**config.mk**
```make
export PLATFORM = sky130hd
export DESIGN_NAME = exu_dec_queue
export DESIGN_NICKNAME = d
export VERILOG_FILES = /design/src/rtl/exu_dec_pkg.sv /design/src/rtl/exu_dec_core.sv /design/src/rtl/exu_dec_queue.sv
export SDC_FILE = /design/constraint.sdc
export NUM_CORES = 1
export LEC_CHECK = 0
export BUFFER_PORTS_ARGS = -buffer_cell sky130_fd_sc_hd__buf_2
export CORE_UTILIZATION = 25
export CTS_CLUSTER_SIZE = 28
export DETAILED_ROUTE_END_ITERATION = 10
export HOLD_SLACK_MARGIN = 0.02
export PLACE_DENSITY_LB_ADDON = 0.2
export SLEW_MARGIN = 30
export SYNTH_ARGS = -nofsm -noshare
export SYNTH_HDL_FRONTEND = slang
export SYNTH_SLANG_ARGS = --single-unit
```
**constraint.sdc**
```tcl
create_clock -name clk -period 12 [get_ports clk]
set_input_delay 2.4 -clock clk [delete_from_list [all_inputs] [get_ports clk]]
set_output_delay 2.4 -clock clk [all_outputs]
set_load 0.03 [all_outputs]
```
**src/rtl/exu_dec_pkg.sv**
```systemverilog
// Shared decode definitions: group and per-group op encodings, opcode and funct constants.
package exu_dec_pkg;

    typedef enum logic [2:0] {
        GRP_ALU = 3'd0,
        GRP_AGU = 3'd1,
        GRP_BJP = 3'd2,
        GRP_MUL = 3'd3,
        GRP_SYS = 3'd4
    } exu_grp_e;

    typedef enum logic [3:0] {
        ALU_ADD  = 4'd0,
        ALU_SUB  = 4'd1,
        ALU_SLL  = 4'd2,
        ALU_SLT  = 4'd3,
        ALU_SLTU = 4'd4,
        ALU_XOR  = 4'd5,
        ALU_SRL  = 4'd6,
        ALU_SRA  = 4'd7,
        ALU_OR   = 4'd8,
        ALU_AND  = 4'd9,
        ALU_LUI  = 4'd10,
        ALU_NOP  = 4'd11
    } alu_op_e;

    typedef enum logic [3:0] {
        AGU_LOAD  = 4'd0,
        AGU_STORE = 4'd1
    } agu_op_e;

    typedef enum logic [3:0] {
        BJP_JAL  = 4'd0,
        BJP_JALR = 4'd1,
        BJP_BEQ  = 4'd2,
        BJP_BNE  = 4'd3,
        BJP_BLT  = 4'd4,
        BJP_BGE  = 4'd5,
        BJP_BLTU = 4'd6,
        BJP_BGEU = 4'd7
    } bjp_op_e;

    typedef enum logic [3:0] {
        MUL_MUL    = 4'd0,
        MUL_MULH   = 4'd1,
        MUL_MULHSU = 4'd2,
        MUL_MULHU  = 4'd3,
        MUL_DIV    = 4'd4,
        MUL_DIVU   = 4'd5,
        MUL_REM    = 4'd6,
        MUL_REMU   = 4'd7
    } mul_op_e;

    typedef enum logic [3:0] {
        SYS_ECALL  = 4'd0,
        SYS_EBREAK = 4'd1,
        SYS_FENCE  = 4'd2
    } sys_op_e;

    localparam logic [6:0] OPC_OP       = 7'b0110011;
    localparam logic [6:0] OPC_OP_IMM   = 7'b0010011;
    localparam logic [6:0] OPC_LUI      = 7'b0110111;
    localparam logic [6:0] OPC_AUIPC    = 7'b0010111;
    localparam logic [6:0] OPC_LOAD     = 7'b0000011;
    localparam logic [6:0] OPC_STORE    = 7'b0100011;
    localparam logic [6:0] OPC_BRANCH   = 7'b1100011;
    localparam logic [6:0] OPC_JAL      = 7'b1101111;
    localparam logic [6:0] OPC_JALR     = 7'b1100111;
    localparam logic [6:0] OPC_SYSTEM   = 7'b1110011;
    localparam logic [6:0] OPC_MISC_MEM = 7'b0001111;

    localparam logic [6:0] F7_BASE   = 7'b0000000;
    localparam logic [6:0] F7_ALT    = 7'b0100000;
    localparam logic [6:0] F7_MULDIV = 7'b0000001;

    localparam logic [24:0] SYS_ECALL_BITS  = 25'h0000000;
    localparam logic [24:0] SYS_EBREAK_BITS = 25'h0002000;

endpackage

```
**src/rtl/exu_dec_core.sv**
```systemverilog
// Pure combinational RV32I(+M) decoder: raw instruction in, dispatch bundle fields out.
module exu_dec_core
    import exu_dec_pkg::*;
#(
    parameter int XLEN        = 32,
    parameter int RFIDX_WIDTH = 5,
    parameter int EN_MULDIV   = 1
) (
    input  logic [31:0]            instr,
    output logic [2:0]             grp,
    output logic [3:0]             op,
    output logic [RFIDX_WIDTH-1:0] rs1idx,
    output logic [RFIDX_WIDTH-1:0] rs2idx,
    output logic [RFIDX_WIDTH-1:0] rdidx,
    output logic                   rs1en,
    output logic                   rs2en,
    output logic                   rdwen,
    output logic [XLEN-1:0]        imm,
    output logic                   op2imm,
    output logic                   op1pc,
    output logic [1:0]             lsu_size,
    output logic                   lsu_usign,
    output logic                   ilegl
);

    logic [6:0] opcode;
    logic [2:0] funct3;
    logic [6:0] funct7;
    logic [4:0] rs1, rs2, rd;

    assign opcode = instr[6:0];
    assign funct3 = instr[14:12];
    assign funct7 = instr[31:25];
    assign rs1    = instr[19:15];
    assign rs2    = instr[24:20];
    assign rd     = instr[11:7];

    logic [XLEN-1:0] imm_i, imm_s, imm_b, imm_u, imm_j, imm_sh;

    assign imm_i  = XLEN'($signed(instr[31:20]));
    assign imm_s  = XLEN'($signed({instr[31:25], instr[11:7]}));
    assign imm_b  = XLEN'($signed({instr[31], instr[7], instr[30:25], instr[11:8], 1'b0}));
    assign imm_u  = XLEN'($signed({instr[31:12], 12'b0}));
    assign imm_j  = XLEN'($signed({instr[31], instr[19:12], instr[20], instr[30:21], 1'b0}));
    assign imm_sh = XLEN'(instr[24:20]);

    exu_grp_e        d_grp;
    logic [3:0]      d_op;
    logic            use_rs1, use_rs2, use_rd;
    logic [XLEN-1:0] d_imm;
    logic            d_op2imm, d_op1pc, d_lsu, ill;

    always_comb begin
        d_grp    = GRP_ALU;
        d_op     = ALU_NOP;
        use_rs1  = 1'b0;
        use_rs2  = 1'b0;
        use_rd   = 1'b0;
        d_imm    = '0;
        d_op2imm = 1'b0;
        d_op1pc  = 1'b0;
        d_lsu    = 1'b0;
        ill      = 1'b0;
        case (opcode)
            OPC_OP: begin
                use_rs1 = 1'b1;
                use_rs2 = 1'b1;
                use_rd  = 1'b1;
                case (funct7)
                    F7_BASE: begin
                        case (funct3)
                            3'b000:  d_op = ALU_ADD;
                            3'b001:  d_op = ALU_SLL;
                            3'b010:  d_op = ALU_SLT;
                            3'b011:  d_op = ALU_SLTU;
                            3'b100:  d_op = ALU_XOR;
                            3'b101:  d_op = ALU_SRL;
                            3'b110:  d_op = ALU_OR;
                            default: d_op = ALU_AND;
                        endcase
                    end
                    F7_ALT: begin
                        case (funct3)
                            3'b000:  d_op = ALU_SUB;
                            3'b101:  d_op = ALU_SRA;
                            default: ill  = 1'b1;
                        endcase
                    end
                    F7_MULDIV: begin
                        if (EN_MULDIV != 0) begin
                            d_grp = GRP_MUL;
                            case (funct3)
                                3'b000:  d_op = MUL_MUL;
                                3'b001:  d_op = MUL_MULH;
                                3'b010:  d_op = MUL_MULHSU;
                                3'b011:  d_op = MUL_MULHU;
                                3'b100:  d_op = MUL_DIV;
                                3'b101:  d_op = MUL_DIVU;
                                3'b110:  d_op = MUL_REM;
                                default: d_op = MUL_REMU;
                            endcase
                        end else begin
                            ill = 1'b1;
                        end
                    end
                    default: ill = 1'b1;
                endcase
            end
            OPC_OP_IMM: begin
                use_rs1  = 1'b1;
                use_rd   = 1'b1;
                d_op2imm = 1'b1;
                d_imm    = imm_i;
                case (funct3)
                    3'b000: d_op = ALU_ADD;
                    3'b010: d_op = ALU_SLT;
                    3'b011: d_op = ALU_SLTU;
                    3'b100: d_op = ALU_XOR;
                    3'b110: d_op = ALU_OR;
                    3'b111: d_op = ALU_AND;
                    3'b001: begin
                        d_op  = ALU_SLL;
                        d_imm = imm_sh;
                        ill   = (funct7 != F7_BASE);
                    end
                    default: begin
                        d_op  = (funct7 == F7_ALT) ? ALU_SRA : ALU_SRL;
                        d_imm = imm_sh;
                        ill   = (funct7 != F7_BASE) && (funct7 != F7_ALT);
                    end
                endcase
            end
            OPC_LUI: begin
                d_op     = ALU_LUI;
                use_rd   = 1'b1;
                d_op2imm = 1'b1;
                d_imm    = imm_u;
            end
            OPC_AUIPC: begin
                d_op     = ALU_ADD;
                use_rd   = 1'b1;
                d_op2imm = 1'b1;
                d_op1pc  = 1'b1;
                d_imm    = imm_u;
            end
            OPC_LOAD: begin
                d_grp    = GRP_AGU;
                d_op     = AGU_LOAD;
                use_rs1  = 1'b1;
                use_rd   = 1'b1;
                d_op2imm = 1'b1;
                d_lsu    = 1'b1;
                d_imm    = imm_i;
                ill      = (funct3 == 3'b011) || (funct3 == 3'b110) || (funct3 == 3'b111);
            end
            OPC_STORE: begin
                d_grp    = GRP_AGU;
                d_op     = AGU_STORE;
                use_rs1  = 1'b1;
                use_rs2  = 1'b1;
                d_op2imm = 1'b1;
                d_lsu    = 1'b1;
                d_imm    = imm_s;
                ill      = (funct3[2] == 1'b1) || (funct3[1:0] == 2'b11);
            end
            OPC_BRANCH: begin
                d_grp   = GRP_BJP;
                use_rs1 = 1'b1;
                use_rs2 = 1'b1;
                d_imm   = imm_b;
                case (funct3)
                    3'b000:  d_op = BJP_BEQ;
                    3'b001:  d_op = BJP_BNE;
                    3'b100:  d_op = BJP_BLT;
                    3'b101:  d_op = BJP_BGE;
                    3'b110:  d_op = BJP_BLTU;
                    3'b111:  d_op = BJP_BGEU;
                    default: ill  = 1'b1;
                endcase
            end
            OPC_JAL: begin
                d_grp  = GRP_BJP;
                d_op   = BJP_JAL;
                use_rd = 1'b1;
                d_imm  = imm_j;
            end
            OPC_JALR: begin
                d_grp   = GRP_BJP;
                d_op    = BJP_JALR;
                use_rs1 = 1'b1;
                use_rd  = 1'b1;
                d_imm   = imm_i;
                ill     = (funct3 != 3'b000);
            end
            OPC_SYSTEM: begin
                d_grp = GRP_SYS;
                // Only the two fully-specified encodings are accepted; CSR forms are not handled here.
                if (instr[31:7] == SYS_ECALL_BITS)       d_op = SYS_ECALL;
                else if (instr[31:7] == SYS_EBREAK_BITS) d_op = SYS_EBREAK;
                else                                     ill  = 1'b1;
            end
            OPC_MISC_MEM: begin
                d_grp = GRP_SYS;
                d_op  = SYS_FENCE;
                ill   = (funct3 != 3'b000);
            end
            default: ill = 1'b1;
        endcase
    end

    assign ilegl     = ill;
    assign grp       = ill ? GRP_ALU : d_grp;
    assign op        = ill ? 4'(ALU_NOP) : d_op;
    assign rs1idx    = ill ? '0 : RFIDX_WIDTH'(rs1);
    assign rs2idx    = ill ? '0 : RFIDX_WIDTH'(rs2);
    assign rdidx     = ill ? '0 : RFIDX_WIDTH'(rd);
    assign rs1en     = !ill && use_rs1 && (rs1 != 5'd0);
    assign rs2en     = !ill && use_rs2 && (rs2 != 5'd0);
    assign rdwen     = !ill && use_rd && (rd != 5'd0);
    assign imm       = ill ? '0 : d_imm;
    assign op2imm    = !ill && d_op2imm;
    assign op1pc     = !ill && d_op1pc;
    assign lsu_size  = (!ill && d_lsu) ? funct3[1:0] : 2'b00;
    assign lsu_usign = !ill && d_lsu && funct3[2];

endmodule

```
**src/rtl/exu_dec_queue.sv**
```systemverilog
// Decode stage: decodes IFU instructions and buffers the bundles in a DEPTH-entry FIFO for dispatch.
module exu_dec_queue
    import exu_dec_pkg::*;
#(
    parameter int XLEN        = 32,
    parameter int PC_SIZE     = 32,
    parameter int RFIDX_WIDTH = 5,
    parameter int DEPTH       = 2,
    parameter int EN_MULDIV   = 1
) (
    input  logic                   clk,
    input  logic                   rst_n,
    input  logic                   flush,
    input  logic                   i_valid,
    output logic                   i_ready,
    input  logic [31:0]            i_instr,
    input  logic [PC_SIZE-1:0]     i_pc,
    input  logic                   i_prdt_taken,
    output logic                   o_valid,
    input  logic                   o_ready,
    output logic [2:0]             o_grp,
    output logic [3:0]             o_op,
    output logic [RFIDX_WIDTH-1:0] o_rs1idx,
    output logic [RFIDX_WIDTH-1:0] o_rs2idx,
    output logic [RFIDX_WIDTH-1:0] o_rdidx,
    output logic                   o_rs1en,
    output logic                   o_rs2en,
    output logic                   o_rdwen,
    output logic [XLEN-1:0]        o_imm,
    output logic [PC_SIZE-1:0]     o_pc,
    output logic                   o_op2imm,
    output logic                   o_op1pc,
    output logic [1:0]             o_lsu_size,
    output logic                   o_lsu_usign,
    output logic                   o_prdt_taken,
    output logic                   o_ilegl
);

    localparam int PTR_W = (DEPTH > 1) ? $clog2(DEPTH) : 1;
    localparam int CNT_W = $clog2(DEPTH) + 1;

    typedef struct packed {
        logic [2:0]             grp;
        logic [3:0]             op;
        logic [RFIDX_WIDTH-1:0] rs1idx;
        logic [RFIDX_WIDTH-1:0] rs2idx;
        logic [RFIDX_WIDTH-1:0] rdidx;
        logic                   rs1en;
        logic                   rs2en;
        logic                   rdwen;
        logic [XLEN-1:0]        imm;
        logic [PC_SIZE-1:0]     pc;
        logic                   op2imm;
        logic                   op1pc;
        logic [1:0]             lsu_size;
        logic                   lsu_usign;
        logic                   prdt_taken;
        logic                   ilegl;
    } bundle_t;

    bundle_t dec_b;

    exu_dec_core #(
        .XLEN        (XLEN),
        .RFIDX_WIDTH (RFIDX_WIDTH),
        .EN_MULDIV   (EN_MULDIV)
    ) u_core (
        .instr     (i_instr),
        .grp       (dec_b.grp),
        .op        (dec_b.op),
        .rs1idx    (dec_b.rs1idx),
        .rs2idx    (dec_b.rs2idx),
        .rdidx     (dec_b.rdidx),
        .rs1en     (dec_b.rs1en),
        .rs2en     (dec_b.rs2en),
        .rdwen     (dec_b.rdwen),
        .imm       (dec_b.imm),
        .op2imm    (dec_b.op2imm),
        .op1pc     (dec_b.op1pc),
        .lsu_size  (dec_b.lsu_size),
        .lsu_usign (dec_b.lsu_usign),
        .ilegl     (dec_b.ilegl)
    );

    assign dec_b.pc         = i_pc;
    assign dec_b.prdt_taken = i_prdt_taken;

    bundle_t            mem [DEPTH];
    logic [PTR_W-1:0]   wptr, rptr;
    logic [CNT_W-1:0]   cnt;
    logic               full, push, pop;

    function automatic logic [PTR_W-1:0] ptr_inc(input logic [PTR_W-1:0] p);
        return (p == PTR_W'(DEPTH - 1)) ? '0 : p + 1'b1;
    endfunction

    // Handshake flags derive only from registered count, so ready never depends on o_ready.
    assign full    = (cnt == CNT_W'(DEPTH));
    assign i_ready = !full;
    assign o_valid = (cnt != '0);
    assign push    = i_valid && i_ready;
    assign pop     = o_valid && o_ready;

    always_ff @(posedge clk or negedge rst_n) begin
        if (!rst_n) begin
            wptr <= '0;
            rptr <= '0;
            cnt  <= '0;
        end else if (flush) begin
            wptr <= '0;
            rptr <= '0;
            cnt  <= '0;
        end else begin
            if (push) wptr <= ptr_inc(wptr);
            if (pop)  rptr <= ptr_inc(rptr);
            case ({push, pop})
                2'b10:   cnt <= cnt + 1'b1;
                2'b01:   cnt <= cnt - 1'b1;
                default: cnt <= cnt;
            endcase
        end
    end

    always_ff @(posedge clk) begin
        if (push && !flush) mem[wptr] <= dec_b;
    end

    bundle_t out_b;
    assign out_b = o_valid ? mem[rptr] : '0;

    assign o_grp        = out_b.grp;
    assign o_op         = out_b.op;
    assign o_rs1idx     = out_b.rs1idx;
    assign o_rs2idx     = out_b.rs2idx;
    assign o_rdidx      = out_b.rdidx;
    assign o_rs1en      = out_b.rs1en;
    assign o_rs2en      = out_b.rs2en;
    assign o_rdwen      = out_b.rdwen;
    assign o_imm        = out_b.imm;
    assign o_pc         = out_b.pc;
    assign o_op2imm     = out_b.op2imm;
    assign o_op1pc      = out_b.op1pc;
    assign o_lsu_size   = out_b.lsu_size;
    assign o_lsu_usign  = out_b.lsu_usign;
    assign o_prdt_taken = out_b.prdt_taken;
    assign o_ilegl      = out_b.ilegl;

endmodule

```
==> results of run 1 <==
==> registers in the layout, summed over array words and instances (netlist names) <==
signal,flops
mem,192
cnt,2
rptr,1
wptr,1
==> cell families (layout without fill, tap and decap cells) <==
logic type	Yosys count	after routing
compound gates	81	81
xor+xnor	3	3
flops	196	196
other cells	0	2
buf+inv	51	213
mux	98	98
simple gates	247	247
==> routing by layer <==
metal	global-route usage, %	wire length, um	vias to the layer above	part of all wire [%]
met5	0	13	-	0.055
met4	4.498	484	2	2.0
met3	3.671	1287	30	5.4
met2	20.95	10850	193	46
met1	17.93	11110	2854	47
li1	-	-	2776	-
==> Yosys cell counts, types with 2 or more instances <==
| master | number | area share [%] |
|---|---|---|
| a21oi_1 | 38 | 2.2 |
| inv_1 | 6 | 0.26 |
| nor3_2 | 2 | 0.23 |
| nor3_1 | 7 | 0.40 |
| buf_2 | 5 | 0.28 |
| dfrtp_1 | 4 | 1.1 |
| nor3b_1 | 4 | 0.34 |
| a22oi_1 | 5 | 0.43 |
| o21ai_0 | 11 | 0.63 |
| xor2_1 | 3 | 0.30 |
| or3_1 | 2 | 0.14 |
| and3_1 | 13 | 0.93 |
| nand2b_1 | 4 | 0.28 |
| clkbuf_1 | 27 | 1.2 |
| or4_4 | 2 | 0.26 |
| and2_1 | 17 | 1.2 |
| or4_1 | 3 | 0.26 |
| o21a_1 | 2 | 0.17 |
| nand3b_1 | 2 | 0.17 |
| a21oi_2 | 2 | 0.20 |
| o31ai_1 | 2 | 0.17 |
| buf_1 | 8 | 0.34 |
| nor2_1 | 126 | 5.4 |
| nand2_1 | 38 | 1.6 |
| buf_6 | 4 | 0.51 |
| nand4_1 | 3 | 0.21 |
| nand3_1 | 7 | 0.40 |
| nor2b_1 | 6 | 0.43 |
| edfxtp_1 | 192 | 66 |
| a31oi_1 | 6 | 0.43 |
| nor4_1 | 3 | 0.21 |
| mux2i_1 | 98 | 11 |
| o22ai_1 | 2 | 0.14 |
| a31o_2 | 2 | 0.20 |
==> worst max-delay path: stages (launching register included) <==
cell,delay [ps]
dfrtp_1,450
nor2_4,660
buf_4,740
nor2_1,180
buf_2,230
==> area by class of cell <==
type	instances	area, um2	area share [%]
Clock buffer	22	484.2	4.505
Antenna cell	2	5.005	0.04657
Tap cell	455	569.3	5.297
Timing Repair Buffer	174	904.6	8.417
Multi-Input combinational cell	429	2721	25.32
Inverter	7	26.28	0.2445
Clock inverter	10	167.7	1.560
Sequential cell	196	5869	54.61
==> how the worst min path moves through the flow <==
stage               slack (ps)  startpoint  cells past startpoint   end
floorplan                  520        wptr                      2  wptr
global placement           560        wptr                      2  wptr
detailed placement         570        wptr                      2  wptr
CTS                        590        wptr                      2  wptr
global route               610        wptr                      2  wptr
finish                     580        wptr                      2  wptr
==> per-stage QoR <==
| stage | instances | power [uW] | setup slack (ps) | util, % |
|---|---|---|---|---|
| after global placement | 1260 | 1038 | 6762 | 29.13 |
| after global routing | 1294 | 1713 | 6604 | 31.11 |
| after floorplan | 676 | 959.7 | 1795 | - |
| after detailed placement | 1261 | 1038 | 6602 | 29.21 |
| after CTS | 1293 | 1672 | 6718 | 31.10 |
| final | 1295 | 1645 | 6844 | 31.11 |
==> power breakdown <==
group,internal [uW],total [uW],switching [uW]
Combinational,68.1,230,162
Sequential,776,787,11.5
Clock,374,627,253
==> impl_results.md, run 1 <==
- Slew HR: between 30% and 40%
- Initial antenna violation count: 2
- Register-to-register setup slack: approximately 8800 ps
- Gpl congestion: between 0.8 and 0.9
- Slew at the pin with the worst max-slew slack: between 900 and 1000 ps
- TritonCTS clock tree: yes
- R2r startpoint: cnt[0]
- Synth Area in Compound Gates: 5.792%
- FP Rows: roughly 70
- IO Port Bufs: about 170
- Peak fanout along the critical path: 66
- Setup crit end: o_imm[22]
- Post-route cell area: 10750 um2
- Fin crit share: 42.97%
- Avg Cell Area, Syn: 13.01 um2
- Top Ports: 168
- Die ar.: roughly 36000 um2
- Period minus WS final: ~5200 ps
- Pin count of the biggest net entering global routing: 71
- Worst hold margin: roughly 580 ps
- Via count of the first global-routing pass: roughly 5700
- Post-synth net total: approximately 750
- Slew Limit Fails: 0
- Min-delay worst type: reg -> reg
- Synth Area in Adders: 0%
- Syn Inst Count: between 600 and 700
- Worst R2R End: mem[1][64]
- Setup bufs post-CTS: 0
- Global-route wire length before repair: approximately 35000 um
- Post-synth EDFFs: approximately 190
- P per Cell Area: 153.1 nW/um2
- CTS Hold Bufs: 0
- Clock Tree Root: clkbuf_16
- Pre-antenna DRT Iters: 6
- Synth warn: 0
- Post-Synth Simple-Gate Area: around 13%
- Cts repair resizes: 0
- WL/cell: about 18 um
- MaxCap Viol Count: 0
- Layout Skew: 8.483 ps
- Dpl hpwl: 16280 um
- Reg2Reg Depth: 5
- Total track usage: between 10% and 20%
- Fmax: approximately 0.19 GHz
- Clk buf depth: 2
- Clock Sink Count: approximately 200
- Layout cells sized above 1: between 20% and 30%
- Status: completed
- Via count: between 5000 and 6000
- P&R area growth vs syn: 22.24%
- Final Hold Vio Count: 0
- Antenna-violating nets left: 0
- Share of the yosys chip area belonging to registers: about 67%
- Commonest non-fill, non-tap cell in the layout: edfxtp_1
- Synth Register Bits: roughly 200
- TritonCTS Buffers: 17
- Largest family of logic cells by synthesized area: simple AND/OR/NAND/NOR gates
- Layout fillers: between 3000 and 4000
- Post-synth top flop: edfxtp_1
- Syn Std Cell Area: between 8000 and 9000 um2
- Placed Area: about 10000 um2
- Xor-xnor portion of the synthesized cell area: less than 1%
- Routed WL: approximately 24000 um
- Final Setup Violations: 0
- Yosys cell types: 54
- Via density: 4.521
- Crit. End Element: primary output
- CP required: 9600 ps
- Critical Path AT: roughly 2800 ps
- CP startpoint: cnt[1]
- Crit path kind: reg -> out
- RSZ-0062 raised after global routing: no
- Peak supply drop: 0.1004 mV
- Worst-Skew Late Latency: ~440 ps
- Final nets: 895
- Clock Pin Slew Worst Setup and Hold Paths: around 70 ps
- Setup TNS Final: 0 ps
- Post-synthesis mux area share: around 11%
- Starting density of the core: 25.45%
- DRT iter0 DRCs: ~490
- Core Region: 34540 um2
- Most frequent cells in the layout: 192 x edfxtp_1, 167 x buf_2, 125 x nor2_1
- FFs w/ async S/R, synth: just over 2%
- H-tree lvl count: 4
- Pleak: approximately 0.0039 uW
- Die Y: about 190 um
- Overflow after GRT: 0
- X dimension of the die: between 150 and 200 um
- DRC: 0
- Worst Setup Start Kind: register
Note: power is estimated with default switching activity, not from simulation.
==> run 2, diff against run 1 <==
--- a/config.mk
+++ b/config.mk
@@ -5,6 +5,7 @@
 export SDC_FILE = /design/constraint.sdc
 export NUM_CORES = 1
 export LEC_CHECK = 0
+export ABC_AREA = 1
 export BUFFER_PORTS_ARGS = -buffer_cell sky130_fd_sc_hd__buf_2
 export CORE_UTILIZATION = 25
 export CTS_CLUSTER_SIZE = 28
==> constraint.sdc (replaced) <==
create_clock -name clk -period 5 [get_ports clk]
set_input_delay 1 -clock clk [delete_from_list [all_inputs] [get_ports clk]]
set_output_delay 1 -clock clk [all_outputs]
set_load 0.03 [all_outputs]
==> run 2 against run 1 <==
Cell area rose by 1.6%. Synthesized area rose by 0.88%. Hold slack got worse by 240 ps. Flip-flop and latch count did not move. Clock skew fell by 0.59 ps. Utilization rose by 0.35 points. Global-route usage rose by 1.2 points. Largest power group unchanged. Combinational power rose to 8.5 times the previous value.
==> impl_results.md, run 2 <==
- Cts repair resizes: 0
- Setup TNS Final: 0 ps
- Largest register by flop count: mem
- Crit path kind: reg -> out
- Fin crit share: between 70% and 80%
- Global-route wire length before repair: 38480 um
- Crit. End Element: primary output
- Layout cells sized above 1: 27.55%
- Slew at the pin with the worst max-slew slack: around 830 ps
- Crit path cell chain: clkinv_2, buf_4, nand2_1, a21oi_1, buf_2
- Clock Tree Root: clkbuf_16
- Most common cell in the netlist: nand2_1
- WL/cell: between 15 and 20 um
- Total Power: between 5000 and 6000 uW
- Dpl ws: ~1400 ps
- CTS Hold Bufs: 0
- Max reg flops: between 150 and 200
- Setup bufs post-CTS: 0
- Pleak: between 0.004 and 0.005 uW
- Final Hold Vio Count: 0
- Register-to-register setup slack: ~3000 ps
- Clk buf depth: 2
- Post-synth net total: around 920
- Slew HR: between 40% and 50%
- TritonCTS clock tree: yes
- Final nets: ~1100
- Post-synth top flop: edfxtp_1
- Peak supply drop: ~0.25 mV
- Total track usage: 14.60%
- Pre-antenna DRT Iters: 6
- TritonCTS Buffers: 17
- Initial antenna violation count: 1
- Status: completed
- Via count: 6463
- RSZ-0062 raised after global routing: no
- Final worst slack: 1176 ps
- Highest-delay cell along the critical path: clkinv_2
- IO Port Bufs: about 170
- Die ar.: 36240 um2
- FFs w/ async S/R, synth: between 2 and 2.5%
- Peak fanout along the critical path: between 40 and 50
- Dpl hpwl: about 18000 um
- Core Region: 34710 um2
- Most frequent cells in the layout: 268 x nand2_1, 192 x edfxtp_1, 167 x buf_2
- Via density: 4.379
- Post-synth EDFFs: between 150 and 200
- R2r startpoint: cnt[0]
- Layout Skew: a little under 8 ps
- P&R area growth vs syn: 23.15%
- Fmax: between 0.2 and 0.3 GHz
- Min-delay worst type: in -> async
- P per Cell Area: between 500 and 600 nW/um2
- Pin count of the biggest net entering global routing: between 90 and 100
- Syn Inst Count: roughly 850
- CP required: roughly 4000 ps
- Via count of the first global-routing pass: 6083
- Final Setup Violations: 0
- Top cells by area, synth: edfxtp_1 65%, nand2_1 11%, a21oi_1 6.2%, nor2_2 3.3%, nor2_1 2.5%
- Area leader, netlist: edfxtp_1
- Antenna-violating nets left: 0
- DRC: 0
- Worst Setup Start Kind: register
- Top flop regs: mem x192, cnt x2
- H-tree lvl count: 4
- Critical Path AT: ~2800 ps
- Synth warn: 0
- Gpl congestion: between 0.8 and 0.9
- Die Y: between 150 and 200 um
- Worst-Skew Late Latency: between 400 and 500 ps
- FP Rows: roughly 70
- DRT iter0 DRCs: approximately 320
- Slew Limit Fails: 0
- Synth Register Bits: 196
- Starting density of the core: between 20% and 30%
- Top Ports: about 170
- Placed Area: 10260 um2
- Overflow after GRT: 0
- MaxCap Viol Count: 0
- Share of the yosys chip area belonging to registers: around 66%
- Placed cell count: between 1000 and 1500
- Yosys cell types: 34
- Clock Pin Slew Worst Setup and Hold Paths: approximately 70 ps
- Worst R2R End: mem[0][95]
- Fin cells: ~1500
- CP max stage delay: 750 ps
- Commonest cells post-synth: 269 x nand2_1, 192 x edfxtp_1, 109 x a21oi_1, 59 x nor2_1, 47 x nor2_2
- Commonest non-fill, non-tap cell in the layout: nand2_1
- Period minus WS final: between 3000 and 4000 ps
- Clock Sink Count: a little under 200
- X dimension of the die: ~190 um
- Post-route cell area: roughly 11000 um2
- Synth top area share: 65.00%
- Routed WL: between 20000 and 30000 um
- Avg Cell Area, Syn: roughly 10 um2
- Syn Std Cell Area: 8870 um2
- Reg2Reg Depth: 7
==> run 2: cell types whose count changed in the layout (fill, tap and decap cells not counted), sizes merged, moves of 6 or more <==
cell and change:
inv +39, and3 -13, nor2 -18, a21oi +69
a22oi +14, nor2b -6, and2 -18, mux2i -98
nand2 +235, nand3 +14
==> run 2: how the worst max path moves through the flow <==
stage,startpoint,cells after the start,to,slack (ps)
global placement,i_instr[31],11,mem[0][65],1490
finish,rptr,5,o_pc[29],1180
detailed placement,i_instr[31],11,mem[0][60],1410
global route,rptr,5,o_pc[29],930
CTS,rptr,5,o_pc[29],1020
floorplan,i_valid,4,mem[0][0],810
==> run 2: cell families (layout without fill, tap and decap cells) <==
group | Yosys count | count (layout) | synth area share (%)
XOR/XNOR | 3 | 3 | 0.2963
other | 0 | 1 | 0
flip-flops | 196 | 196 | 66.13
AND/OR/NAND/NOR | 413 | 413 | 20.06
AO/OA/AOI/OAI | 147 | 147 | 9.014
buffers and inverters | 94 | 261 | 4.500
==> run 2: through the flow <==
step,utilization [%],hold slack (ps)
after floorplan,-,478.1
after global placement,29.40,536.7
final,31.47,345.4
after CTS,31.46,318.8
after global routing,31.47,329.7
after detailed placement,29.56,544.2
==> run 2: worst max-delay path: cells and delay by family (launching register included) <==
family,cells,cell delay (ps)
compound gates,1,70
buf+inv,3,1480
flops,1,700
simple gates,1,100
==> run 2: layout make-up <==
type | instances | area, um2
well taps | 455 | 569.3
clock inverters | 12 | 202.7
repair buffers | 179 | 1003
diodes | 1 | 2.502
inverters | 50 | 188.9
clock buffers | 20 | 456.7
multi-input cells | 563 | 2630
fillers | 3591 | 23790
flip-flops and latches | 196 | 5869
==> run 2: per-layer routing <==
metal	global-route usage, %	wire length, um	up-vias
li1	-	-	3206
met1	19.61	12150	3058
met2	23.69	12490	180
met3	3.239	1307	19
met4	3.692	272	0
met5	0	0	-
==> run 2: power by group <==
group          switching (uW)  total [uW]  internal [uW]
Clock                     616        1530            916
Sequential               57.5        1990           1930
Combinational            1470        1960            491
==> run 3, diff against run 2 <==
==> constraint.sdc (replaced) <==
create_clock -name clk -period 3.9 [get_ports clk]
set_input_delay 0.78 -clock clk [delete_from_list [all_inputs] [get_ports clk]]
set_output_delay 0.78 -clock clk [all_outputs]
set_load 0.03 [all_outputs]
==> run 3 against run 2 <==
Combinational power increased by 26%. Count of clock-buffer cells in the layout decreased by 2. First-iteration DRC count increased by 7.6%. Flip-flop and latch count unchanged. Sequential power increased by 27%. Critical path depth unchanged. Cell count increased by 0.27%. Hold slack got worse by 210 ps. Register-to-register slack got worse by 1300 ps. Cell area decreased by 0.89%. Sequential share of layout area increased by 0.48 points. Critical path type unchanged.
==> impl_results.md, run 3 (synthesis gave the netlist of run 2 again) <==
- Clock Pin Slew Worst Setup and Hold Paths: 70 ps
- Top flop regs: mem x192, cnt x2
- Crit path cell chain: clkinv_2, buf_4, nand2_1, a21oi_1, buf_2
- Cts repair resizes: 0
- Peak supply drop: 0.3114 mV
- Initial antenna violation count: 0
- Dpl hpwl: between 15000 and 20000 um
- Final nets: 1081
- Top Ports: between 150 and 200
- Setup bufs post-CTS: 0
- Met3 Usage GRT: 2.963%
- Starting density of the core: around a quarter
- P&R area growth vs syn: 22.05%
- Layout Skew: between 9 and 10 ps
- Crit. End Element: primary output
- MaxCap Viol Count: 0
- Slew Limit Fails: 0
- Commonest non-fill, non-tap cell in the layout: nand2_1
- Switching part of the total: around two fifths
- Global-route wire length before repair: ~39000 um
- IO Port Bufs: 167
- Fin cells: approximately 1500
- Placed cell count: between 1000 and 1500
- Clock Power Share: about 25%
- RSZ-0062 raised after global routing: no
- Clk buf depth: 2
- Period minus WS final: 3130 ps
- Most frequent cells in the layout: 268 x nand2_1, 192 x edfxtp_1, 167 x buf_2
- Overflow after GRT: 0
- H-tree lvl count: 4
- Antenna-violating nets left: 0
- Die ar.: 36240 um2
- Final Hold Vio Count: 0
- Clock Sink Count: between 150 and 200
- Layout cells sized above 1: between 20% and 30%
- Via count of the first global-routing pass: approximately 6200
- Fin crit share: roughly 80%
- X dimension of the die: 190.4 um
- Min-delay worst type: in -> async
- Combinational share of power: about 37%
- DRT iter0 DRCs: 340
- Routed WL: about 26000 um
- Pre-antenna DRT Iters: 7
- CP required: between 3000 and 4000 ps
- Setup TNS Final: 0 ps
- Peak fanout along the critical path: 39
- Pin count of the biggest net entering global routing: between 90 and 100
- FP Rows: approximately 70
- Max reg flops: between 150 and 200
- Met2 Track Usage GR: 23.41%
- TritonCTS Buffers: 17
- Core Region: about 35000 um2
- Status: completed
- Largest register by flop count: mem
- Via count: 6477
- Fmax: roughly 0.32 GHz
- DRC: 0
- Via density: around 4.4
- Met1 Usage GRT: between 10% and 20%
- Gr busiest metal: met2
- P per Cell Area: roughly 600 nW/um2
- Worst Setup Start Kind: register
- Sequential Power Share: around 38%
- Worst-Skew Late Latency: between 400 and 500 ps
- Clock Tree Root: clkbuf_16
- Total track usage: roughly 15%
- CTS Hold Bufs: 0
- Pleak: around 0.0042 uW
- TritonCTS clock tree: yes
- WL/cell: 17.61 um
- Highest-delay cell along the critical path: dfrtp_4
- Gpl congestion: 0.8938
- Crit path kind: reg -> out
- Critical Path AT: approximately 2400 ps
- Slew HR: 47.74%
- Final core utilization: a little under a third
- Int Pwr: just under 4000 uW
- Final Setup Violations: 0
- Die Y: about 190 um
- Net Switching: 2732 uW
- CP max stage delay: approximately 500 ps
- Slew at the pin with the worst max-slew slack: 784.0 ps
[run 3: cell types whose count changed in the layout (fill, tap and decap cells not counted), sizes merged]
cell and delta:
clkinvlp +1, clkbuf -2, bufinv -4, inv +3, clkinv +2, buf +4
[run 3: final cells by class]
cell class                      count  area, um2
Timing Repair Buffer              183       1006
Multi-Input combinational cell    563       2630
Antenna cell                        1      2.502
Inverter                           50      188.9
Fill cell                        3640      23890
Sequential cell                   196       5869
Clock inverter                     14      130.1
Clock buffer                       18      429.2
Tap cell                          455      569.3
[run 3: worst max-delay path, delay by kind of cell, from the launching register on]
kind	cells	cell delay [ps]
buffers and inverters	3	1060
AO/OA/AOI/OAI	1	250
flip-flops	1	500
AND/OR/NAND/NOR	1	70
[run 3: metal layers]
metal,vias to the layer above,wire length (um)
li1,3214,-
met1,3068,11980
met2,171,12310
met3,24,1150
met4,0,615
met5,-,0
[run 3: per-stage QoR]
step / power (uW) / setup WS (ps) / instance area (um2) / hold WS [ps]
3_3_place_gp: 5106 / 996.7 / 10260 / 540.3
2_1_floorplan: 4171 / 966.6 / 8885 / 484.4
3_5_place_dp: 5105 / 965.8 / 10260 / 539.8
4_1_cts: 6804 / 653.7 / 10820 / 108.9
5_1_grt: 7029 / 582.1 / 10820 / 116.7
6_report: 6671 / 770.1 / 10830 / 137.7
[run 3: power by group through the flow]
| stage | logic, uW | clock network [uW] | registers (uW) |
|---|---|---|---|
| floorplan | 1610 | 0 | 2560 |
| global placement | 2540 | 0 | 2570 |
| detailed placement | 2540 | 0 | 2570 |
| CTS | 2540 | 1740 | 2520 |
| global route | 2670 | 1820 | 2540 |
| finish | 2470 | 1680 | 2520 |
[run 3: final timing paths]
kind / startpoint / endpoint / slack [ps] / cells past startpoint
min in group clk: i_pc[24] / mem[0][31] / 530 / 1
setup reg to reg: cnt[1] / cnt[0] / 1740 / 6
max in group asynchronous: rst_n / rptr / 3620 / 1
hold / removal: rst_n / wptr / 140 / 1
setup / recovery: rptr / o_op[2] / 770 / 5
hold reg to reg: wptr / wptr / 550 / 1
